File: src/rtl/idma_pkg.sv
// idma_pkg: shared types for the iDMA request arbiter slice.
//   eh_action_e   - error-handling action a frontend can request
//   idma_eh_req_t - per-frontend error-handling request payload
//   arb_state_e   - request arbiter state (IDLE / LOCKED)
//   ARB_MAX_REQ   - largest supported number of frontends
package idma_pkg;

  typedef enum logic [0:0] {
    CONTINUE = 1'b0,
    ABORT    = 1'b1
  } eh_action_e;

  typedef eh_action_e idma_eh_req_t;

  typedef enum logic [0:0] {
    IDLE   = 1'b0,
    LOCKED = 1'b1
  } arb_state_e;

  localparam int unsigned ARB_MAX_REQ = 16;

endpackage

File: src/rtl/idma_arb_id_fifo.sv
// idma_arb_id_fifo: records the frontend index owning each accepted transfer.
// Ports:
//   clk_i, rst_ni      clock, synchronous active-low reset (pointers only)
//   push_i, data_i     write one owner index (ignored when full)
//   pop_i              drop the head entry (ignored when empty)
//   data_o             head entry (owner of the oldest outstanding transfer)
//   full_o, empty_o    occupancy flags
module idma_arb_id_fifo #(
  parameter int unsigned Depth = 4,
  parameter int unsigned Width = 1
) (
  input  logic             clk_i,
  input  logic             rst_ni,
  input  logic             push_i,
  input  logic [Width-1:0] data_i,
  input  logic             pop_i,
  output logic [Width-1:0] data_o,
  output logic             full_o,
  output logic             empty_o
);

  localparam int unsigned AddrW = $clog2(Depth);
  localparam int unsigned PtrW  = AddrW + 1;

  logic [PtrW-1:0]  wr_ptr_d, wr_ptr_q;
  logic [PtrW-1:0]  rd_ptr_d, rd_ptr_q;
  logic [Width-1:0] mem_d [Depth];
  logic [Width-1:0] mem_q [Depth];

  // Extra pointer MSB distinguishes full from empty when the addresses match.
  assign empty_o = (wr_ptr_q == rd_ptr_q);
  assign full_o  = (wr_ptr_q[AddrW] != rd_ptr_q[AddrW]) &&
                   (wr_ptr_q[AddrW-1:0] == rd_ptr_q[AddrW-1:0]);
  assign data_o  = mem_q[rd_ptr_q[AddrW-1:0]];

  always_comb begin
    wr_ptr_d = wr_ptr_q;
    rd_ptr_d = rd_ptr_q;
    mem_d    = mem_q;
    if (push_i && !full_o) begin
      mem_d[wr_ptr_q[AddrW-1:0]] = data_i;
      wr_ptr_d = wr_ptr_q + PtrW'(1);
    end
    if (pop_i && !empty_o) begin
      rd_ptr_d = rd_ptr_q + PtrW'(1);
    end
  end

  always_ff @(posedge clk_i) begin
    if (!rst_ni) begin
      wr_ptr_q <= '0;
      rd_ptr_q <= '0;
    end else begin
      wr_ptr_q <= wr_ptr_d;
      rd_ptr_q <= rd_ptr_d;
    end
  end

  // Storage carries no reset; only entries between the pointers are meaningful.
  always_ff @(posedge clk_i) begin
    mem_q <= mem_d;
  end

endmodule

File: src/rtl/idma_req_arbiter.sv
// idma_req_arbiter: shares one iDMA backend between NumReq frontends.
// Round-robin arbitration on the request channel; an owner-ID FIFO routes
// the in-order backend responses (and, optionally, error handling) back to
// the frontend that issued the oldest outstanding transfer.
// Optional feature: define IDMA_ARB_ERROR_HANDLING_EN to forward the error
// handling channel of the head owner; otherwise eh_* inputs are ignored.
// Ports:
//   clk_i, rst_ni                          clock, synchronous active-low reset
//   req_i/req_valid_i/req_ready_o          per-frontend request channel
//   req_o/req_valid_o/req_ready_i          request channel to the backend
//   rsp_i/rsp_valid_i/rsp_ready_o          response channel from the backend
//   rsp_o/rsp_valid_o/rsp_ready_i          response to frontends (valid one-hot)
//   eh_req_i/eh_valid_i/eh_ready_o         per-frontend error handling
//   eh_req_o/eh_valid_o/eh_ready_i         error handling to the backend
//   busy_o                                 transfers outstanding or grant locked
module idma_req_arbiter
  import idma_pkg::*;
#(
  parameter int unsigned NumReq    = 2,
  parameter int unsigned ReqWidth  = 64,
  parameter int unsigned RspWidth  = 32,
  parameter int unsigned NumOutstd = 4
) (
  input  logic                       clk_i,
  input  logic                       rst_ni,
  input  logic [NumReq*ReqWidth-1:0] req_i,
  input  logic [NumReq-1:0]          req_valid_i,
  output logic [NumReq-1:0]          req_ready_o,
  output logic [ReqWidth-1:0]        req_o,
  output logic                       req_valid_o,
  input  logic                       req_ready_i,
  input  logic [RspWidth-1:0]        rsp_i,
  input  logic                       rsp_valid_i,
  output logic                       rsp_ready_o,
  output logic [RspWidth-1:0]        rsp_o,
  output logic [NumReq-1:0]          rsp_valid_o,
  input  logic [NumReq-1:0]          rsp_ready_i,
  input  logic [NumReq-1:0]          eh_req_i,
  input  logic [NumReq-1:0]          eh_valid_i,
  output logic [NumReq-1:0]          eh_ready_o,
  output idma_eh_req_t               eh_req_o,
  output logic                       eh_valid_o,
  input  logic                       eh_ready_i,
  output logic                       busy_o
);

  localparam int unsigned IdxW = $clog2(NumReq);

  if (NumReq > ARB_MAX_REQ) begin : gen_numreq_check
    $error("idma_req_arbiter: NumReq exceeds ARB_MAX_REQ");
  end

  arb_state_e      state_d, state_q;
  logic [IdxW-1:0] prio_d, prio_q;
  logic [IdxW-1:0] gnt_d, gnt_q;
  logic [IdxW-1:0] cand, idx, sel, head;
  logic            cand_vld, sel_vld;
  logic            fifo_full, fifo_empty, push, pop;

  function automatic logic [IdxW-1:0] wrap_inc(input logic [IdxW-1:0] i);
    return (32'(i) == NumReq - 1) ? '0 : i + 1'b1;
  endfunction

  // First valid frontend at or after prio_q, searched cyclically.
  always_comb begin
    cand     = '0;
    cand_vld = 1'b0;
    idx      = '0;
    for (int unsigned i = 0; i < NumReq; i++) begin
      idx = IdxW'((32'(prio_q) + i) % NumReq);
      if (!cand_vld && req_valid_i[idx]) begin
        cand_vld = 1'b1;
        cand     = idx;
      end
    end
  end

  // A locked grant keeps forwarding the same frontend until its handshake.
  assign sel     = (state_q == LOCKED) ? gnt_q : cand;
  assign sel_vld = (state_q == LOCKED) ? req_valid_i[gnt_q] : cand_vld;

  always_comb begin
    req_valid_o = sel_vld && !fifo_full;
    req_o       = '0;
    req_ready_o = '0;
    if (req_valid_o) begin
      req_o            = req_i[32'(sel)*ReqWidth +: ReqWidth];
      req_ready_o[sel] = req_ready_i;
    end
  end

  assign push = req_valid_o && req_ready_i;

  always_comb begin
    state_d = state_q;
    prio_d  = prio_q;
    gnt_d   = gnt_q;
    case (state_q)
      IDLE: begin
        if (req_valid_o) begin
          if (req_ready_i) begin
            prio_d = wrap_inc(cand);
          end else begin
            state_d = LOCKED;
            gnt_d   = cand;
          end
        end
      end
      LOCKED: begin
        if (push) begin
          state_d = IDLE;
          prio_d  = wrap_inc(gnt_q);
        end
      end
      default: state_d = IDLE;
    endcase
  end

  always_ff @(posedge clk_i) begin
    if (!rst_ni) begin
      state_q <= IDLE;
      prio_q  <= '0;
      gnt_q   <= '0;
    end else begin
      state_q <= state_d;
      prio_q  <= prio_d;
      gnt_q   <= gnt_d;
    end
  end

  idma_arb_id_fifo #(
    .Depth (NumOutstd),
    .Width (IdxW)
  ) i_id_fifo (
    .clk_i   (clk_i),
    .rst_ni  (rst_ni),
    .push_i  (push),
    .data_i  (sel),
    .pop_i   (pop),
    .data_o  (head),
    .full_o  (fifo_full),
    .empty_o (fifo_empty)
  );

  // Responses are routed only from a registered head; no empty bypass.
  always_comb begin
    rsp_o       = rsp_i;
    rsp_valid_o = '0;
    rsp_ready_o = !fifo_empty && rsp_ready_i[head];
    if (!fifo_empty) begin
      rsp_valid_o[head] = rsp_valid_i;
    end
  end

  assign pop    = rsp_valid_i && rsp_ready_o;
  assign busy_o = !fifo_empty || (state_q == LOCKED);

`ifdef IDMA_ARB_ERROR_HANDLING_EN
  // Only the owner of the oldest transfer may steer error handling; an
  // ABORT leaves the FIFO alone, the resulting error response pops it.
  always_comb begin
    eh_valid_o = !fifo_empty && eh_valid_i[head];
    eh_req_o   = fifo_empty ? CONTINUE : idma_eh_req_t'(eh_req_i[head]);
    eh_ready_o = '0;
    if (!fifo_empty) begin
      eh_ready_o[head] = eh_ready_i;
    end
  end
`else
  logic unused_eh;
  assign unused_eh  = ^{eh_req_i, eh_valid_i, eh_ready_i};
  assign eh_valid_o = 1'b0;
  assign eh_req_o   = CONTINUE;
  assign eh_ready_o = '0;
`endif

endmodule

File: config.mk
export PLATFORM = sky130hd
export DESIGN_NAME = idma_req_arbiter
export DESIGN_NICKNAME = d
export VERILOG_FILES = /design/src/rtl/idma_pkg.sv /design/src/rtl/idma_arb_id_fifo.sv /design/src/rtl/idma_req_arbiter.sv
export SDC_FILE = /design/constraint.sdc
export NUM_CORES = 1
export LEC_CHECK = 0
export CAP_MARGIN = 20
export CORE_AREA = 2 2 107 109
export CTS_CLUSTER_DIAMETER = 30
export DETAILED_ROUTE_END_ITERATION = 10
export DIE_AREA = 0 0 109 111
export GPL_ROUTABILITY_DRIVEN = 1
export PLACE_DENSITY = 0.72
export SETUP_SLACK_MARGIN = 0.02
export SYNTH_ARGS = -nofsm -noshare
export SYNTH_HDL_FRONTEND = slang
export SYNTH_SLANG_ARGS = --single-unit
File: constraint.sdc
create_clock -name clk_i -period 2.36 [get_ports clk_i]
set_input_delay 0.59 -clock clk_i [delete_from_list [all_inputs] [get_ports clk_i]]
set_output_delay 0.59 -clock clk_i [all_outputs]
set_load 0.005 [all_outputs]
### Word-level counts from Yosys, hierarchy flattened

Index checks and enable logic that the tools add are counted.

| word-level totals | value |
|---|---|
| register bits | 13 |
| bits in latches | 0 |
| memory bits (writable) | 0 |
| memory bits (read-only) | 0 |
| logic and storage cells | 91 |
| memories | 0 |

| cells by class | value |
|---|---|
| add/sub/neg operators | 5 |
| multipliers | 0 |
| divide/modulo/power cells | 0 |
| magnitude comparators | 10 |
| eq/ne operators | 6 |
| shifts and indexed selects | 1 |
| muxes and demuxes | 37 |
| bitwise logic cells | 6 |
| reductions and logical operators | 17 |

Operators by type and width:

| kind | number |
|---|---|
| $shiftx 128x8->64 | 1 |
| $mux 64 | 1 |
| $mux 1 | 27 |
| $logic_and 1x1->1 | 11 |
| $lt 1x2->1 const B | 5 |
| $add 3x1->3 const B | 2 |
| $ge 3x3->1 const B | 2 |
| $not 2->3 | 2 |
| $reduce_and 3->1 | 2 |
| $and 2x2->2 | 2 |
| $bwmux 4 | 1 |
| $mux 2 | 2 |
| $ne 2x2->1 const B | 2 |
| $pmux 1 s2 | 2 |
| $add 1x1->1 const B | 3 |
| $eq 3x3->1 | 1 |
| $logic_not 1->1 | 3 |
| $lt 3x1->1 const B | 1 |
| $bmux 1 s2 | 1 |
| $demux 1 s1 | 2 |
| $demux 1 s2 | 1 |
| $eq 2x2->1 | 1 |
| $ge 1x1->1 const B | 2 |
| $ne 2x1->1 const B | 1 |
| 3 further kinds | 4 |

### Longest topological paths before layout

Gate-level depths: netlist of run 1.

| logic depth | value |
|---|---|
| word-level depth | 13 |
| gate-level depth with buffers | 7 |
| mapped depth without buffers | 5 |

### Modules after synthesis

A second synthesis of run 1 with hierarchy kept.

| second synthesis, totals | value |
|---|---|
| cells, all modules | 358 |
| area, all modules | 2127.0 um^2 |

Modules (own cells, without submodules):

| module | times used | cells an instance | area an instance (um^2) | sequential area each (um^2) |
|---|---|---|---|---|
| idma_req_arbiter | 1 | 283 | 1420.1 | 60.1 |
| idma_arb_id_fifo | 1 | 75 | 706.9 | 240.2 |

### Worst setup path before layout of run 1

OpenSTA, ideal clock, no wires.

| timing | value |
|---|---|
| path type | input port to output port |
| start | in req_valid_i[0] |
| end | out req_o[34] |
| arrival | 1717 ps |
| required time | 1770 ps |
| slack | 53 ps |
| cell stages on the path | 7 |
| buffers on the path | 2 |
| path through | nor2b_1 -> o31a_1 -> inv_1 -> buf_2 -> clkbuf_1 -> nand2_1 -> a21oi_1 |

| on the way | value |
|---|---|
| word-level cells in the longest chain between the ends | 9 |
| elaborated cells on any way between the ends | 17 |

Ends and longest elaborated chain:

| what | RTL line | RTL |
|---|---|---|
| start, declared | idma_req_arbiter.sv:27 | `input logic [NumReq-1:0] req_valid_i,` |
| $mux 1 (implied by the code) (2 in a row) | idma_req_arbiter.sv:71 | `if (!cand_vld && req_valid_i[idx]) begin` |
| $mux 1 | idma_req_arbiter.sv:71 |  |
| $logic_not 1->1 | idma_req_arbiter.sv:71 |  |
| $logic_and 1x1->1 | idma_req_arbiter.sv:71 |  |
| $mux 1 | idma_req_arbiter.sv:71 |  |
| $mux 1 (on tied branches) | idma_req_arbiter.sv:79, idma_req_arbiter.sv:80 |  |
| $shiftx 128x8->64 / $logic_and 1x1->1 (equally long branches) | idma_req_arbiter.sv:87, idma_req_arbiter.sv:83 |  |
| $mux 64 * | idma_req_arbiter.sv:86 | `if (req_valid_o) begin` |
| end, declared | idma_req_arbiter.sv:29 | `output logic [ReqWidth-1:0] req_o,` |

Mark *: on every way between the ends. The rest lies on a longest branch, timed or not. The select of a mux whose other input is x is not followed.

### Final worst setup path of run 1

| timing | value |
|---|---|
| start | in req_valid_i[0] |
| end | out req_o[47] |

The elaborated chain is that of the path after synthesis.

==> results by stage, run 1 <==
Status:
- The flow ran to the end, but the final reports show violations.
- The checks that failed: setup timing.

Finish:
- The number of fillers in the final layout is 1,073.
- The area of combinational cells with multiple inputs is 1710 um2.
- In the final layout, the share of cells above drive strength 1 is 0.452.
- The area used by sequential logic in the layout is 305 um2.
- Relative to the synthesized area, the layout overhead comes to 152%.
- For this run, the number of standard cells in the final layout without fillers is 692.
- The net count of the finished layout is 728.
- The antenna cell count is 0.

Timing:
- Subtracting the final worst setup slack from the clock period gives 2.45 ns.
- The clock tree skew after final layout is 0.000748 ns.
- The post-route fraction of the period consumed by the critical path is 1.04.
- The final-layout setup total negative slack is -1.44 ns.
- Setup repair after global routing could not meet its margin everywhere.
- The number of max-slew violations in the final report was 0.
- Across all setup checks in the final design, the least slack found is -0.0887 ns.
- The maximum clock rate is 408 MHz.
- The number of setup violations in the final report is 31.
- The total count of hold-check failures in the final report was 0.

Drt:
- The total via count in the routed design is 3,107.
- In the routed layout, each cell is associated on average with a via count of 4.49.
- The final layout contains routed wiring with a total length of 10,500 um.
- After detailed routing, the average wire length per cell comes to 15.2 um.
- In the routed design, unresolved DRC markers number 0.
- In this run, the number of DRC markers left after iteration 0 of detailed routing was 95.
- For this run, the detailed router's first-pass iteration total came to 4.
- The count of nets left with antenna violations once routing finished came out at 0.

Placed design:
- Once detailed placement completed, the half-perimeter wirelength came to 6700 um.
- The routability-driven placement congestion ratio is 0.794.
- The count of buffers added on input and output ports is 206.
- The number of cells in the design after placement is 654.

Worst setup path:
- Setup slack on the worst reg-to-reg path comes out at 0.39 ns.
- Following the worst setup path forward leads to its endpoint at req_o[47].
- The beginning of the worst register-to-register path is i_id_fifo.rd_ptr_q[0].
- The worst setup path is launched from an input port.
- Along the worst path, the maximum fanout reaches 5.
- Measured in cells, the most critical reg-to-reg path has a length of 6.
- The type of the setup path with the least slack is in -> out.
- STA classifies the critical path endpoint as an output port.
- The launching element of the worst setup path is req_valid_i[0].
- Data on the critical path arrives at its endpoint at 1.86 ns.
- The critical path required time is 1.77 ns.
- The endpoint of the worst-slack reg-to-reg timing path is i_id_fifo.rd_ptr_q[2].

Yosys:
- Counting distinct cell types in the post-synthesis netlist gives 29.
- The post-synthesis cell area is 1930 um2.
- The main flop type after synthesis is sky130_fd_sc_hd__dfxtp_1.
- The yosys synthesis warning count is 0.
- Counting flops and latches in the post-synthesis netlist gives 13.
- Counting flops with an async set or reset pin after synthesis yields a share of 0.
- The number of standard cells after synthesis is 333.
- In this run the mean area of a mapped cell was 5.80 um2.
- The synthesized design contains 4 enable-type register cells.
- The sequential share of the synthesized area is 0.156.

Clock network:
- TritonCTS created 3 clock buffers.
- The total of hold buffers inserted after clock tree synthesis is 0.
- CTS built an H-tree with a depth of 1.
- Clock tree synthesis selected as its root buffer the cell sky130_fd_sc_hd__clkbuf_16.
- The largest buffer count on any clock path is 2.
- TritonCTS built the clock tree.
- The CTS sink count is 13.
- Clock-pin slew was measured on the worst setup and hold paths at 0.04 ns.
- The clock reaches the later pin of the worst-skew pair after 0.24 ns.

Die:
- The row count is 39.
- The initial cell density of the core is 0.174.
- The floorplan core area is 11,100 um2.
- 280 I/O pins were placed.
- The die is 109 um wide.
- The die area is 12,100 um2.
- The floorplan step set the die height to 111 um.

GRT:
- The number of antenna violations at the first check in global routing came to 0.
- The overall fraction of global-route tracks in use is 0.160.
- The via count of the first global-routing pass was 3,099.
- The total overflow left after global routing is 0.
- The largest net degree at the start of global routing is 26.
- The wire length of the first global-routing pass is 15,300 um.

Pwr:
- IR analysis of the VDD net gives a maximum drop of 214 uV.
- The power density of the placed cells is 352 nW/um2.
- The static leakage is 2.19 nW.

Job:
- The tool flagged a number of max-cap violations equal to 0.

Hold path:
- The worst hold path passes through 2 cells.
- The class of the worst hold path is reg -> reg.
==> critical path: stages <==
cell	delay, ns
sky130_fd_sc_hd__buf_6	0.09
sky130_fd_sc_hd__nor2b_4	0.12
sky130_fd_sc_hd__o31a_4	0.30
sky130_fd_sc_hd__clkinv_4	0.07
sky130_fd_sc_hd__buf_6	0.11
sky130_fd_sc_hd__buf_12	0.13
sky130_fd_sc_hd__clkbuf_16	0.16
sky130_fd_sc_hd__nand2_2	0.06
sky130_fd_sc_hd__a21oi_2	0.11
sky130_fd_sc_hd__buf_2	0.12
==> layout by cell type, fill, tap and decap left out, drive strengths merged <==
| cell | Yosys | routed |
|---|---|---|
| o21ai | 3 | 3 |
| ha | 5 | 5 |
| or3 | 2 | 2 |
| nor4b | 1 | 1 |
| nand2b | 3 | 3 |
| nor2 | 5 | 5 |
| and3 | 4 | 4 |
| o31a | 2 | 2 |
| dfxtp | 9 | 9 |
| buf | 50 | 126 |
| o31ai | 3 | 3 |
| xnor2 | 1 | 1 |
| edfxtp | 4 | 4 |
| o221a | 1 | 1 |
| nand2 | 135 | 135 |
| a21oi | 69 | 69 |
| dlymetal6s2s | 0 | 1 |
| clkbuf | 8 | 6 |
| inv | 9 | 8 |
| mux2i | 6 | 6 |
| or4 | 1 | 1 |
| mux4 | 1 | 1 |
| nor3 | 2 | 2 |
| clkdlybuf4s15 | 0 | 1 |
| clkdlybuf4s50 | 0 | 134 |
| conb | 1 | 4 |
| nor2b | 1 | 1 |
| clkinv | 0 | 1 |
| xor2 | 3 | 3 |
| dlygate4sd2 | 0 | 3 |
| a21o | 1 | 1 |
| nand3 | 3 | 3 |
==> metal layers <==
layer	share of wire	vias up	track usage	wire (um)
met4	0.019	0	0.0453	204
met1	0.38	1475	0.171	4010
met5	0	-	0	0
li1	-	1478	-	-
met3	0.069	16	0.0347	722
met2	0.53	138	0.307	5600
==> worst min path at each step <==
stage | start | endpoint
after detailed placement | prio_q | prio_q
final | prio_q | prio_q
after floorplan | prio_q | prio_q
after CTS | gnt_q | gnt_q
after global placement | prio_q | prio_q
after global routing | prio_q | prio_q
==> where the power goes <==
| part | internal [mW] | switching (mW) |
|---|---|---|
| clock network | 0.228 | 0.0903 |
| logic | 0.660 | 0.486 |
| registers | 0.243 | 0.00996 |
==> final cells by class <==
| type | count | share of cell area |
|---|---|---|
| inverters | 9 | 0.00796 |
| flip-flops and latches | 13 | 0.0627 |
| clock buffers | 4 | 0.0162 |
| repair buffers | 267 | 0.525 |
| multi-input cells | 256 | 0.351 |
| well taps | 143 | 0.0367 |
==> per-stage QoR <==
step | power [mW] | setup slack [ns] | util | instance area, um2 | hold slack, ns
floorplan | 0.598 | 0.0529 | - | 1940 | 0.455
detailed placement | 1.17 | -0.918 | 0.368 | 4080 | 0.488
finish | 1.72 | -0.0887 | 0.440 | 4870 | 0.533
global route | 1.81 | -0.123 | 0.440 | 4870 | 0.548
global placement | 1.16 | -0.899 | 0.368 | 4080 | 0.471
CTS | 1.67 | -0.208 | 0.422 | 4680 | 0.512
==> Yosys cell counts (all sizes together) (2+ instances only) <==
| master | instances | area (um2) |
|---|---|---|
| nand2 | 135 | 507 |
| a21oi | 69 | 345 |
| buf | 50 | 334 |
| dfxtp | 9 | 180 |
| inv | 9 | 33.8 |
| clkbuf | 8 | 30.0 |
| mux2i | 6 | 60.1 |
| ha | 5 | 62.6 |
| nor2 | 5 | 18.8 |
| and3 | 4 | 25.0 |
| edfxtp | 4 | 120 |
| nand2b | 3 | 18.8 |
| nand3 | 3 | 15.0 |
| o21ai | 3 | 15.0 |
| o31ai | 3 | 22.5 |
| xor2 | 3 | 26.3 |
| nor3 | 2 | 10.0 |
| o31a | 2 | 17.5 |
| or3 | 2 | 12.5 |
==> flip-flops by register name (all words and copies together), names as in the netlist, named ones only <==
name,cells
i_id_fifo.rd_ptr_q,3
i_id_fifo.mem_q,4
prio_q,1
gnt_q,1
i_id_fifo.wr_ptr_q,3
==> cells by family (layout without fill, tap and decap cells) <==
group / Yosys count / after routing / synth area share
other cells: 1 / 4 / 0.00194
xor+xnor: 4 / 4 / 0.0181
simple gates: 157 / 157 / 0.326
mux: 7 / 7 / 0.0428
buf+inv: 67 / 280 / 0.206
fa+ha+maj: 5 / 5 / 0.0324
compound gates: 79 / 79 / 0.217
flops: 13 / 13 / 0.156
==> repair_timing <==
item                       in CTS  in global routing
resized for setup             370                 70
setup endpoints to repair      70                 69
pin swaps                      41                 31
buffers inserted               20                  4
cloned                         11                  2
Note: power is estimated with default switching activity, not from simulation.
==> run 2, diff against run 1 <==
--- a/config.mk
+++ b/config.mk
@@ -6,12 +6,13 @@
 export NUM_CORES = 1
 export LEC_CHECK = 0
 export CAP_MARGIN = 20
-export CORE_AREA = 2 2 107 109
+export CORE_AREA = 2 2 108 110
+export CTS_BUF_LIST = sky130_fd_sc_hd__clkbuf_2 sky130_fd_sc_hd__clkbuf_4 sky130_fd_sc_hd__clkbuf_8
 export CTS_CLUSTER_DIAMETER = 30
 export DETAILED_ROUTE_END_ITERATION = 10
-export DIE_AREA = 0 0 109 111
+export DIE_AREA = 0 0 110 112
 export GPL_ROUTABILITY_DRIVEN = 1
-export PLACE_DENSITY = 0.72
+export PLACE_DENSITY = 0.71
 export SETUP_SLACK_MARGIN = 0.02
 export SYNTH_ARGS = -nofsm -noshare
 export SYNTH_HDL_FRONTEND = slang
==> run 2 against run 1 <==
The flow still finishes with violations (setup timing). Total power grew 4.3%. Utilization up 3.3 points. Design area increased by 8.4%. Register-to-register slack got worse by 0.10 ns. Global-route usage grew 1.7 points. Flip-flop and latch count is the same. Clock power down 31%. Count of clock-buffer cells in the layout is the same. Routed wire length up 17%. Non-clock buffer count rose by 21. Critical endpoint is now req_o[44]. Largest cell class unchanged.
==> results by stage, run 2 (same netlist as run 1, synthesis figures left out) <==
Pwr:
- Summed over all cells, the static leakage comes to 2.36 nW.
- Power spread over the standard cell area amounts to 339 nW/um2.
- The overall power of the completed layout is 1.79 mW.
- The largest vdd supply drop is 236 uV.

Timing:
- Setup repair after global routing could not meet its margin everywhere.
- The post-route fraction of the period consumed by the critical path is 1.05.
- The total count of hold-check failures in the final report was 0.
- The final-layout setup total negative slack is -3.04 ns.
- The clock tree skew after final layout is 0.00670 ns.
- Setup slack on the critical path of the routed design comes to -0.113 ns.
- The maximum clock rate is 404 MHz.
- Final hold analysis gives a worst-case slack of 0.559 ns.
- The minimum period implied by the final worst setup slack is 2.47 ns.
- Setup violations remaining at the end of the flow were counted as 59.
- The number of max-slew violations in the final report is 0.

Drt:
- After detailed routing, the average wire length per cell comes to 17.3 um.
- In the routed layout, each cell is associated on average with a via count of 4.56.
- The first TritonRoute pass finished after 4 iterations.
- The starting DRC count in detailed routing is 146.
- The wire length after detailed routing is 12,400 um.
- The number of antenna-violating nets in the routed design is 0.
- The post-route DRC violation count is 0.
- Across all layers, the routed design uses 3,254 vias.

Worst setup path:
- STA classifies the critical path startpoint as an input port.
- The type of the setup path with the least slack is in -> out.
- The number of cells traversed by the worst register-to-register path is 7.
- The worst register-to-register path has a setup slack of 0.29 ns.
- In this run the worst path has a maximum fanout of 6.
- The critical path required time is 1.77 ns.
- The worst register-to-register path ends at i_id_fifo.rd_ptr_q[2].
- STA classifies the critical path endpoint as an output port.
- The beginning of the worst register-to-register path is i_id_fifo.rd_ptr_q[0].
- Data on the critical path arrives at its endpoint at 1.88 ns.

Finish:
- The finished layout holds 713 standard cells, fillers aside.
- The antenna cell count is 0.
- The synthesis-to-layout area growth is 174%.
- The number of fillers in the final layout is 1,048.
- The core occupancy in the finished layout is 0.473.
- The most common cell after layout, fill and taps aside is sky130_fd_sc_hd__clkdlybuf4s50_1.
- The area of combinational cells with multiple inputs is 1790 um2.
- The register containing the most flip-flops in the final layout is i_id_fifo.mem_q.
- Leaving out fill and tap cells, the most frequent cells in the layout are 133 x sky130_fd_sc_hd__clkdlybuf4s50_1, 82 x sky130_fd_sc_hd__nand2_1, 65 x sky130_fd_sc_hd__buf_2.
- In the final layout, the share of cells above drive strength 1 is 0.486.
- At the end of the flow, the number of nets in the layout was 749.
- The finished cells cover 5280 um2.
- The register with the most flip-flops in the layout has 4 of them.
- In the final layout, the registers with the most flip-flops are i_id_fifo.mem_q x4, i_id_fifo.rd_ptr_q x3, i_id_fifo.wr_ptr_q x3.
- Summing all flip-flop and latch instances after layout gives 302 um2.

Clock network:
- The largest buffer count on any clock path is 2.
- The CTS tree is yes.
- The clock latency on the worst-skew pair is 0.25 ns.
- Clock-pin slew was measured on the worst setup and hold paths at 0.06 ns.
- The clock tree root driver cell is sky130_fd_sc_hd__clkbuf_8.
- Buffers inserted during clock tree synthesis total 3.
- The CTS sink count is 13.
- The level count of the clock H-tree is 1.
- In this run, post-CTS hold repair placed 0 buffers.

Die:
- The die area is 12,300 um2.
- From left edge to right edge, the die measures 110 um.
- The floorplan has 39 rows.
- The initial cell density of the core is 0.173.
- The core region is 11,200 um2.
- In this run the count of I/O pins placed on the die edge is 280.
- The die height is 112 um.

GRT:
- The number of antenna violations at the first check in global routing is 0.
- The overall fraction of global-route tracks in use is 0.178.
- The via count of the first global-routing pass came to 3,328.
- The sum of overflow across all layers after global routing is 0.
- Entering global routing, the biggest net connects 24 pins.
- The wire length of the first global-routing pass is 16,800 um.

Placed design:
- The instance area at placement is 4160 um2.
- At the end of routability-driven placement, the weighted congestion stood at 0.792.
- The quantity of I/O buffers inserted on ports is 206.
- The post-placement setup slack is -0.989 ns.
- The half-perimeter wire length after placement is 7390 um.
- The number of cells in the design after placement is 667.

Hold path:
- The worst hold path was traced through 2 stages.
- For hold timing, the worst endpoint is prio_q.
- The launch instance of the worst min-delay path is prio_q.
- The class of the worst hold path is reg -> reg.

Status:
- The checks that failed: setup timing.
- The flow ran to the end, but the final reports show violations.

Job:
- The tool flagged a number of max-cap violations equal to 0.
run 2: routing by layer:
metal	share of wire	up-vias	GRT usage
li1	-	1529	-
met1	0.37	1517	0.196
met2	0.53	174	0.332
met3	0.077	34	0.0375
met4	0.024	0	0.0557
met5	0	-	0
run 2: power breakdown:
group,internal (mW),switching (mW)
Sequential,0.242,0.0105
Combinational,0.772,0.545
Clock,0.131,0.0897
run 2: critical path, stage by stage:
cell	delay [ns]
sky130_fd_sc_hd__buf_6	0.09
sky130_fd_sc_hd__nor2b_4	0.12
sky130_fd_sc_hd__o31a_4	0.32
sky130_fd_sc_hd__buf_8	0.15
sky130_fd_sc_hd__buf_6	0.11
sky130_fd_sc_hd__buf_6	0.12
sky130_fd_sc_hd__buf_8	0.14
sky130_fd_sc_hd__nand2_2	0.07
sky130_fd_sc_hd__a21oi_2	0.05
sky130_fd_sc_hd__buf_2	0.12
run 2: worst max-delay path by stage:
stage / from / endpoint / slack (ns) / cells after the start
3_3_place_gp: req_valid_i[0] / req_o[9] / -0.94 / 8
6_report: req_valid_i[0] / req_o[44] / -0.11 / 10
2_1_floorplan: req_valid_i[0] / req_o[34] / 0.05 / 7
4_1_cts: req_valid_i[0] / req_o[35] / -0.20 / 11
3_5_place_dp: req_valid_i[0] / req_o[9] / -0.99 / 8
5_1_grt: req_valid_i[0] / req_o[4] / -0.18 / 9
run 2: final cells by class:
class                           instances  share of cell area
Clock buffer                            4             0.00924
Inverter                                9             0.00781
Multi-Input combinational cell        256               0.339
Sequential cell                        13              0.0571
Tap cell                              143              0.0339
Timing Repair Buffer                  288               0.553
run 2: what timing repair did:
item | 4_1_cts | 5_1_grt
gates resized for setup | 407 | 80
gates cloned | 10 | 8
pin swaps | 77 | 30
endpoints found under the setup margin | 70 | 69
buffers inserted | 22 | 5
